**src/rtl/sysctl_timer_bank.sv**
```systemverilog
// NTIMERS-way CSR timer bank with sticky masked pending bits and one aggregated level IRQ.
// Optional shared prescaler enabled by defining SYSCTL_TIMER_BANK_PRESCALER_EN.
module sysctl_timer_bank_lane #(
  parameter int width = 32
) (
  input  logic             sys_clk,
  input  logic             sys_rst,
  input  logic             tick_i,
  input  logic             wr_ctrl_i,
  input  logic             wr_cmp_i,
  input  logic             wr_cnt_i,
  input  logic             clr_i,
  input  logic [width-1:0] wdata_i,
  input  logic [1:0]       wctrl_i,
  output logic [width-1:0] cnt_o,
  output logic [width-1:0] cmp_o,
  output logic             en_o,
  output logic             ar_o,
  output logic             pend_o
);
  logic [width-1:0] cnt_q, cnt_d, cmp_q, cmp_d;
  logic             en_q, en_d, ar_q, ar_d, pend_q, hit;

  always_comb begin
    cnt_d = cnt_q;
    cmp_d = cmp_q;
    en_d  = en_q;
    ar_d  = ar_q;
    hit   = 1'b0;
    if (tick_i && en_q) begin
      if (cnt_q != cmp_q) begin
        cnt_d = cnt_q + 1'b1;
      end else begin
        hit = 1'b1;
        if (ar_q) cnt_d = '0;
        else      en_d  = 1'b0;
      end
    end
    // CSR writes override whatever the counter logic decided this cycle
    if (wr_ctrl_i) {ar_d, en_d} = wctrl_i;
    if (wr_cmp_i)  cmp_d = wdata_i;
    if (wr_cnt_i)  cnt_d = wdata_i;
  end

  always_ff @(posedge sys_clk) begin
    if (sys_rst) begin
      cnt_q  <= '0;
      cmp_q  <= '1;
      en_q   <= 1'b0;
      ar_q   <= 1'b0;
      pend_q <= 1'b0;
    end else begin
      cnt_q  <= cnt_d;
      cmp_q  <= cmp_d;
      en_q   <= en_d;
      ar_q   <= ar_d;
      pend_q <= hit | (pend_q & ~clr_i);
    end
  end

  assign cnt_o  = cnt_q;
  assign cmp_o  = cmp_q;
  assign en_o   = en_q;
  assign ar_o   = ar_q;
  assign pend_o = pend_q;
endmodule

module sysctl_timer_bank #(
  parameter logic [3:0]  csr_addr = 4'h0,
  parameter int          ntimers  = 4,
  parameter int          width    = 32,
  parameter logic [31:0] clk_freq = 32'd50000000
) (
  input  logic               sys_clk,
  input  logic               sys_rst,
  input  logic [13:0]        csr_a,
  input  logic               csr_we,
  input  logic [31:0]        csr_di,
  output logic [31:0]        csr_do,
  output logic               irq,
  output logic [ntimers-1:0] timer_irq
);
  logic                          sel, wr, tick;
  logic [5:0]                    ra;
  logic [2:0]                    tidx;
  logic [1:0]                    tsub;
  logic [ntimers-1:0]            mask_q, pend, en, ar;
  logic [ntimers-1:0][width-1:0] cnt, cmp;
  logic [31:0]                   csr_do_q, rd_d, prescale_rd;
  logic                          irq_q;
  logic [ntimers-1:0]            timer_irq_q;
  logic                          unused_a;

  assign sel      = (csr_a[13:10] == csr_addr);
  assign wr       = sel & csr_we;
  assign ra       = csr_a[5:0];
  assign tidx     = csr_a[4:2];
  assign tsub     = csr_a[1:0];
  assign unused_a = ^csr_a[9:6];

`ifdef SYSCTL_TIMER_BANK_PRESCALER_EN
  logic [15:0] prescale_q, pcnt_q;

  assign tick        = (pcnt_q == 16'h0);
  assign prescale_rd = {16'h0, prescale_q};

  always_ff @(posedge sys_clk) begin
    if (sys_rst) begin
      prescale_q <= '0;
      pcnt_q     <= '0;
    end else if (wr && ra == 6'h02) begin
      prescale_q <= csr_di[15:0];
      pcnt_q     <= csr_di[15:0];
    end else if (tick) begin
      pcnt_q <= prescale_q;
    end else begin
      pcnt_q <= pcnt_q - 16'h1;
    end
  end
`else
  assign tick        = 1'b1;
  assign prescale_rd = 32'h0;
`endif

  for (genvar g = 0; g < ntimers; g++) begin : g_lane
    logic wr_t;
    assign wr_t = wr && ra[5] && (tidx == 3'(g));
    sysctl_timer_bank_lane #(.width(width)) u_lane (
      .sys_clk  (sys_clk),
      .sys_rst  (sys_rst),
      .tick_i   (tick),
      .wr_ctrl_i(wr_t && tsub == 2'd0),
      .wr_cmp_i (wr_t && tsub == 2'd1),
      .wr_cnt_i (wr_t && tsub == 2'd2),
      .clr_i    (wr && ra == 6'h00 && csr_di[g]),
      .wdata_i  (csr_di[width-1:0]),
      .wctrl_i  (csr_di[1:0]),
      .cnt_o    (cnt[g]),
      .cmp_o    (cmp[g]),
      .en_o     (en[g]),
      .ar_o     (ar[g]),
      .pend_o   (pend[g])
    );
  end

  always_comb begin
    rd_d = 32'h0;
    if (sel) begin
      if (!ra[5]) begin
        case (ra)
          6'h00:   rd_d = 32'(pend);
          6'h01:   rd_d = 32'(mask_q);
          6'h02:   rd_d = prescale_rd;
          6'h03:   rd_d = clk_freq;
          default: rd_d = 32'h0;
        endcase
      end else begin
        for (int i = 0; i < ntimers; i++) begin
          if (tidx == 3'(i)) begin
            case (tsub)
              2'd0:    rd_d = {30'h0, ar[i], en[i]};
              2'd1:    rd_d = 32'(cmp[i]);
              2'd2:    rd_d = 32'(cnt[i]);
              default: rd_d = 32'h0;
            endcase
          end
        end
      end
    end
  end

  always_ff @(posedge sys_clk) begin
    if (sys_rst) begin
      mask_q      <= '0;
      csr_do_q    <= '0;
      irq_q       <= 1'b0;
      timer_irq_q <= '0;
    end else begin
      if (wr && ra == 6'h01) mask_q <= csr_di[ntimers-1:0];
      csr_do_q    <= rd_d;
      irq_q       <= |(pend & mask_q);
      timer_irq_q <= pend & mask_q;
    end
  end

  assign csr_do    = csr_do_q;
  assign irq       = irq_q;
  assign timer_irq = timer_irq_q;
endmodule

```
**config.mk**
```make
export PLATFORM = sky130hd
export DESIGN_NAME = sysctl_timer_bank
export DESIGN_NICKNAME = d
export VERILOG_FILES = /design/src/rtl/sysctl_timer_bank.sv
export SDC_FILE = /design/constraint.sdc
export NUM_CORES = 1
export LEC_CHECK = 0
export BUFFER_PORTS_ARGS = -buffer_cell sky130_fd_sc_hd__buf_2
export CAP_MARGIN = 20
export CORE_UTILIZATION = 32
export DETAILED_ROUTE_END_ITERATION = 10
export SKIP_CTS_REPAIR_TIMING = 1
export SYNTH_ARGS = -nofsm -noshare
export SYNTH_HDL_FRONTEND = slang
export SYNTH_SLANG_ARGS = --single-unit
```
**constraint.sdc**
```tcl
create_clock -name sys_clk -period 3.5 [get_ports sys_clk]
set_clock_uncertainty 0.2 [all_clocks]
set_input_delay 0.7 -clock sys_clk [delete_from_list [all_inputs] [get_ports sys_clk]]
set_output_delay 0.7 -clock sys_clk [all_outputs]
set_load 0.005 [all_outputs]
```
==> results of run 1 <==
[layout make-up]
cell class / instances / area, sq um / share of cell area [%]
clock buffers: 58 / 1110 / 5.47
clock inverters: 6 / 87.6 / 0.433
inverters: 23 / 88.8 / 0.439
multi-input cells: 1648 / 10600 / 52.3
flip-flops and latches: 309 / 6190 / 30.6
well taps: 748 / 936 / 4.63
repair buffers: 170 / 1250 / 6.16
[cells in the mapped netlist (33+ instances only)]
master,number,share of area [%]
a21oi_1,110,3.1
a221oi_1,33,1.6
a22oi_1,121,5.1
buf_2,58,1.6
clkbuf_1,176,3.7
dfxtp_1,309,35
mux2i_1,143,8.0
nand2_1,248,5.2
nand3_1,70,2.0
nand4_1,63,2.2
nor2_1,189,4.0
nor3_1,56,1.6
nor4_1,38,1.3
o21ai_0,99,2.8
o22ai_1,50,1.8
xnor2_1,88,4.3
xor2_1,77,3.8
[per-stage QoR]
step	std cells	worst slack, ns	util [%]
floorplan	2234	0.670	-
global placement	2897	0.0827	34.5
detailed placement	2897	0.0915	34.5
CTS	2961	0.476	36.7
global route	2962	0.271	36.7
finish	2962	0.370	36.7
[power by group through the flow]
stage	Sequential (mW)	Combinational [mW]	Clock, mW
after detailed placement	3.75	0.740	0
after global routing	3.69	0.795	4.12
after floorplan	3.68	0.483	0
after global placement	3.75	0.730	0
after CTS	3.68	0.742	3.97
final	3.68	0.771	3.92
[layer usage]
layer	vias up	global-route usage (%)
met5	-	0
met4	0	12.8
met3	171	4.84
met2	1060	36.3
met1	8556	34.5
li1	7976	-
[flip-flops by register name, summed over array words and instances (netlist names)]
name                  flops
g_lane.u_lane.cmp_o     128
g_lane.u_lane.pend_o      4
mask_q                    4
csr_do                   32
g_lane.u_lane.ar_o        4
g_lane.u_lane.en_o        4
irq                       1
timer_irq                 4
g_lane.u_lane.cnt_o     128
[worst register-to-register path: cells and delay by family (launching register included)]
family,cells,cell delay [ns]
DFF,1,0.54
buffers and inverters,1,0.22
and+or+nand+nor,4,1.23
AOI/OAI and AO/OA,2,0.52
xor gates and xnor gates,1,0.34
[worst min-delay path by stage]
stage               cells past startpoint            to
floorplan                               2  timer_irq[2]
global placement                        2  timer_irq[3]
detailed placement                      2  timer_irq[2]
CTS                                     2  timer_irq[2]
global route                            2  timer_irq[3]
finish                                  2  timer_irq[2]
[kinds of logic after synthesis]
logic type / after synthesis / share of synthesized area (%)
AOI/OAI and AO/OA: 537 / 20.1
xor gates and xnor gates: 165 / 8.10
adders and majority gates: 4 / 0.281
buffers and inverters: 277 / 6.41
DFF: 309 / 34.7
muxes: 166 / 9.47
and+or+nand+nor: 776 / 20.9
==> key figures, run 1 <==
Critical path
  • CP endpoint kind: register
  • Crit-path leading delay family: simple AND/OR/NAND/NOR gates
  • Crit path largest cell delay: approximately 0.93 ns
  • Highest-delay cell along the critical path: nor2_1
  • Critical Path RT: 3.76 ns
  • Worst setup startpoint: g_lane[3].u_lane.cnt_o[8]
  • Crit. path cell count: 8
  • R2R cell count: 8
  • CP arrival: 3.39 ns
  • R2R setup slack: roughly 0.37 ns
  • Crit path buf inv count: 1
  • Top cell by count, worst path: nor2_1
  • Startpoint Class: register
  • Crit path to: g_lane[3].u_lane.cnt_o[11]
  • Cell Chain, Critical Path: xor2_1 > nor4_1 > nand4_1 > nor2_1 > buf_4 > nor2_1 > a221oi_1 > a311oi_1
  • FF-to-FF Start: g_lane[3].u_lane.cnt_o[8]
  • Largest fanout on the critical path: 22
  • Reg2reg end: g_lane[3].u_lane.cnt_o[11]
  • Kind of critical path: reg2reg

Clocking
  • Clock buffer depth: 3
  • Clock transition at the registers of the reported paths: 0.06 ns
  • CTS tree: yes
  • H-Tree Level Count: 2
  • Cts bufs inserted: 38
  • Root Buffer: clkbuf_16
  • Skew-Pair Late Insertion Delay: roughly 0.56 ns
  • # clock sinks: between 300 and 400

STA
  • Fmax: 319 MHz
  • Tmin final: ~3.1 ns
  • Unrepaired setup endpoints after global routing: false
  • Final hold slack: around 0.29 ns
  • Final critical-path share of the clock period: between 80% and 90%
  • Slew margin rel.: roughly a fifth
  • Endpoints failing setup: 0
  • Setup TNS: 0 ns
  • Worst-Margin Slew: between 1 and 1.5 ns
  • Pins Over Slew Limit: 0
  • Final Hold Violating Endpoints: 0

Pwr
  • Sequential Power Share: 44.0%
  • Maximum vdd drop: around 0.33 mV
  • Pleak: about 6.7 nW
  • Clock Power Share: 46.8%
  • Pwr Total: about 8.4 mW
  • Int Pwr: ~6.1 mW
  • Switching power: about 2.2 mW
  • Switching fraction of total power: around a quarter
  • Power per Cell Area: 414 nW/um^2
  • Logic pwr share: a little under a tenth

Drt
  • First-pass DRT Iterations: 9
  • 1st-iter DRT viols: 2081
  • Routed via count: about 18000
  • Drt via density: 6.00
  • Routed wl met3: between 7000 and 8000 microns
  • Final WL: 72200 microns
  • Metal2 WL: 30400 microns
  • Post-detailed-route count of antenna-violating nets: 0
  • Residual DRC count: 0
  • DR WL/cell: around 24 microns
  • Highest metal used: met4
  • Wire length on met1: ~30000 microns

Synthesis
  • FF+latch count, synth: slightly above 300
  • Ys Warns: 0
  • Cells after synthesis: around 2200
  • Sequential share of the synthesized area: a little over a third
  • Post-Synthesis Net Count: 2287
  • Mapped Area: 17800 sq um
  • Predominant post-synthesis flop cell: dfxtp_1
  • EDFF count, synth: 0
  • Post-Syn Area per Cell: 7.99 sq um
  • Asr flop ratio synth: 0%
  • Count of different cell masters after synthesis: a little under 80

Run
  • Max-cap check violation count: 0

Outcome
  • Outcome: finished clean

Floorplan
  • Row count: between 80 and 90
  • Area of the core: about 55000 sq um
  • Starting Density: between 30% and 40%
  • Die area: roughly 57000 sq um
  • Die Ht: approximately 240 microns
  • I/O pin total: 86
  • Die W: 238 microns

Global routing
  • Global route overflow: 0
  • Initial antenna violation count: 0
  • Gr usage total: approximately a quarter
  • Vias in the first global route: ~16000
  • Largest net degree at the start of global routing: around 140
  • First-pass GRT wire length: ~110000 microns

Place
  • Port bufs: 81
  • DP HPWL: 50300 microns
  • Area after DPL: 19000 sq um
  • Routability congestion estimate: around 0.96

Finish
  • Final instance area: 20200 sq um
  • Area grow syn2layout: 13.4%
  • Most common cell after layout, fill and taps aside: dfxtp_1
  • Antenna Cells: 0
  • Share of layout cells above drive strength 1: between 10 and 15%
  • Most frequent cells in the layout: 309 x dfxtp_1, 248 x nand2_1, 183 x nor2_1
  • Fill cell total of the finished layout: around 5700
  • NumNets Final: 2243

Min path
  • Hold Path Class: reg2reg
  • Worst Hold Launch: mask_q[2]
No activity file was read; power rests on OpenSTA's default activity.
==> inputs of run 2 (changes only) <==
CELL_PAD_IN_SITES_DETAIL_PLACEMENT = 1   (was default)
CELL_PAD_IN_SITES_GLOBAL_PLACEMENT = 1   (was default)
CTS_BUF_LIST = sky130_fd_sc_hd__clkbuf_8   (was default)
PLACE_DENSITY_LB_ADDON = 0.1   (was default)
==> run 2 against run 1 <==
Effect of this change: fmax barely moved; total power rose by 0.36%; via count rose by 0.87%; die area did not move; cell count rose by 2.6%; register-to-register slack barely moved; clock-buffer cell count rose by 19; largest power group unchanged.
==> key figures, run 2 (same netlist as run 1, synthesis figures left out) <==
Clocking
  • Root Buffer: clkbuf_8
  • # clock sinks: approximately 300
  • Clock transition at the registers of the reported paths: 0.06 ns
  • H-Tree Level Count: 2
  • Cts bufs inserted: a little over 60
  • Skew-Pair Late Insertion Delay: ~0.7 ns
  • CTS tree: yes
  • Clock buffer depth: 3

Place
  • Port bufs: between 80 and 90
  • DP HPWL: ~61000 microns
  • Post-placement cell count: slightly below 3000
  • Routability congestion estimate: approximately 0.96

Critical path
  • R2R setup slack: 0.37 ns
  • Reg2reg end: g_lane[3].u_lane.cnt_o[30]
  • CP arrival: about 3.5 ns
  • FF-to-FF Start: g_lane[3].u_lane.cnt_o[0]
  • R2R cell count: 8
  • Critical Path RT: 3.88 ns
  • Highest-delay cell along the critical path: nor4_1
  • Largest fanout on the critical path: 6
  • Kind of critical path: reg2reg
  • Cell Chain, Critical Path: ha_1 > nand4_1 > nor4_1 > nand2_1 > nor4_2 > nand3_1 > o31a_1 > a311oi_1
  • Crit-path leading delay family: simple AND/OR/NAND/NOR gates
  • Crit path buf inv count: 0
  • CP endpoint kind: register
  • Crit path largest cell delay: roughly 0.66 ns
  • Startpoint Class: register

Min path
  • Worst Hold Launch: csr_di[2]
  • Worst hold path depth: 3
  • Hold Path Class: in2reg
  • Hold EP: g_lane[0].u_lane.cmp_o[2]

STA
  • Unrepaired setup endpoints after global routing: false
  • Worst-Margin Slew: ~1.1 ns
  • Setup TNS: 0 ns
  • Endpoints failing setup: 0
  • Slew margin rel.: 27.9%
  • Pins Over Slew Limit: 0
  • Final Hold Violating Endpoints: 0
  • Fmax: around 320 MHz
  • Final critical-path share of the clock period: between 80% and 90%
  • Tmin final: about 3.1 ns

Floorplan
  • Die W: 238 microns
  • Row count: 86
  • Die area: between 50000 and 60000 sq um
  • I/O pin total: 86
  • Die Ht: roughly 240 microns
  • Starting Density: around 32%
  • Area of the core: roughly 55000 sq um

Global routing
  • Largest net degree at the start of global routing: ~140
  • First-pass GRT wire length: roughly 130000 microns
  • Gr usage total: a little under a third
  • Global route overflow: 0
  • Vias in the first global route: about 18000
  • Initial antenna violation count: 6

Drt
  • First-pass DRT Iterations: 6
  • DR WL/cell: between 20 and 30 microns
  • Residual DRC count: 0
  • Post-detailed-route count of antenna-violating nets: 0
  • 1st-iter DRT viols: between 1000 and 1500
  • Final WL: approximately 86000 microns
  • Drt via density: around 5.9
  • Routed via count: 17917

Finish
  • Register Area: between 6000 and 7000 sq um
  • Layout Cells excl Fill: around 3000
  • Final Util: 37.3%
  • Fill cell total of the finished layout: approximately 6600
  • Area of the multi-input gates: around 11000 sq um
  • Most frequent cells in the layout: 309 x dfxtp_1, 248 x nand2_1, 183 x nor2_1
  • Area grow syn2layout: 15.1%
  • Most common cell after layout, fill and taps aside: dfxtp_1
  • NumNets Final: ~2300
  • Share of layout cells above drive strength 1: 15.3%

Run
  • Max-cap check violation count: 0

Pwr
  • Pwr Total: around 8.4 mW
  • Power per Cell Area: slightly above 400 nW/um^2
  • Maximum vdd drop: between 0.2 and 0.3 mV
  • Pleak: a little under 7 nW

Outcome
  • Outcome: finished clean
## run 2: cell types whose count changed in the layout (fill, tap and decap cells not counted), sizes merged
| cell | before | now |
|---|---|---|
| buf | 170 | 200 |
| clkbuf | 58 | 78 |
| inv | 25 | 42 |
| clkinv | 2 | 9 |
| clkinvlp | 0 | 1 |
| diode | 0 | 1 |
## run 2: worst max-delay path by stage
| stage | start | end | depth (start not counted) |
|---|---|---|---|
| 6_report | g_lane[3].u_lane.cnt_o[0] | g_lane[3].u_lane.cnt_o[30] | 8 |
| 5_1_grt | g_lane[0].u_lane.cnt_o[5] | g_lane[0].u_lane.cnt_o[31] | 7 |
| 4_1_cts | g_lane[3].u_lane.cnt_o[0] | g_lane[3].u_lane.cnt_o[30] | 8 |
| 3_5_place_dp | csr_a[0] | g_lane[3].u_lane.cnt_o[15] | 9 |
| 3_3_place_gp | csr_a[0] | g_lane[3].u_lane.cnt_o[29] | 9 |
| 2_1_floorplan | csr_a[11] | g_lane[2].u_lane.cnt_o[4] | 10 |
## run 2: area by class of cell
cell class	count	area share, %
flip-flops and latches	309	30.1
clock inverters	31	0.896
multi-input cells	1648	51.6
diodes	1	0.0122
well taps	748	4.56
clock buffers	77	5.16
inverters	23	0.433
repair buffers	201	7.26
## run 2: where the power goes
group	switching (mW)	internal (mW)
clock	1.78	2.10
combinational	0.571	0.268
sequential	0.110	3.57
## run 2: per-layer routing
metal / track usage [%] / up-vias / part of all wire, %
met5: 0 / - / 0
met1: 39.7 / 9084 / 44
met2: 48.0 / 576 / 46
met3: 4.81 / 155 / 6.1
met4: 13.4 / 0 / 4.6
li1: - / 8102 / -
## run 2: tightest hold or removal path, stage by stage
cell and delay [ns]:
buf_2 0.21, nand2_1 0.10, nand3_1 0.06
## run 2: metrics by stage
| stage | hold slack [ns] | area, sq um | setup WS, ns |
|---|---|---|---|
| floorplan | 0.244 | 17800 | 0.670 |
| global placement | 0.273 | 19300 | 0.0461 |
| detailed placement | 0.278 | 19300 | 0.00578 |
| CTS | 0.170 | 20500 | 0.418 |
| global route | 0.218 | 20500 | 0.153 |
| finish | 0.230 | 20500 | 0.367 |
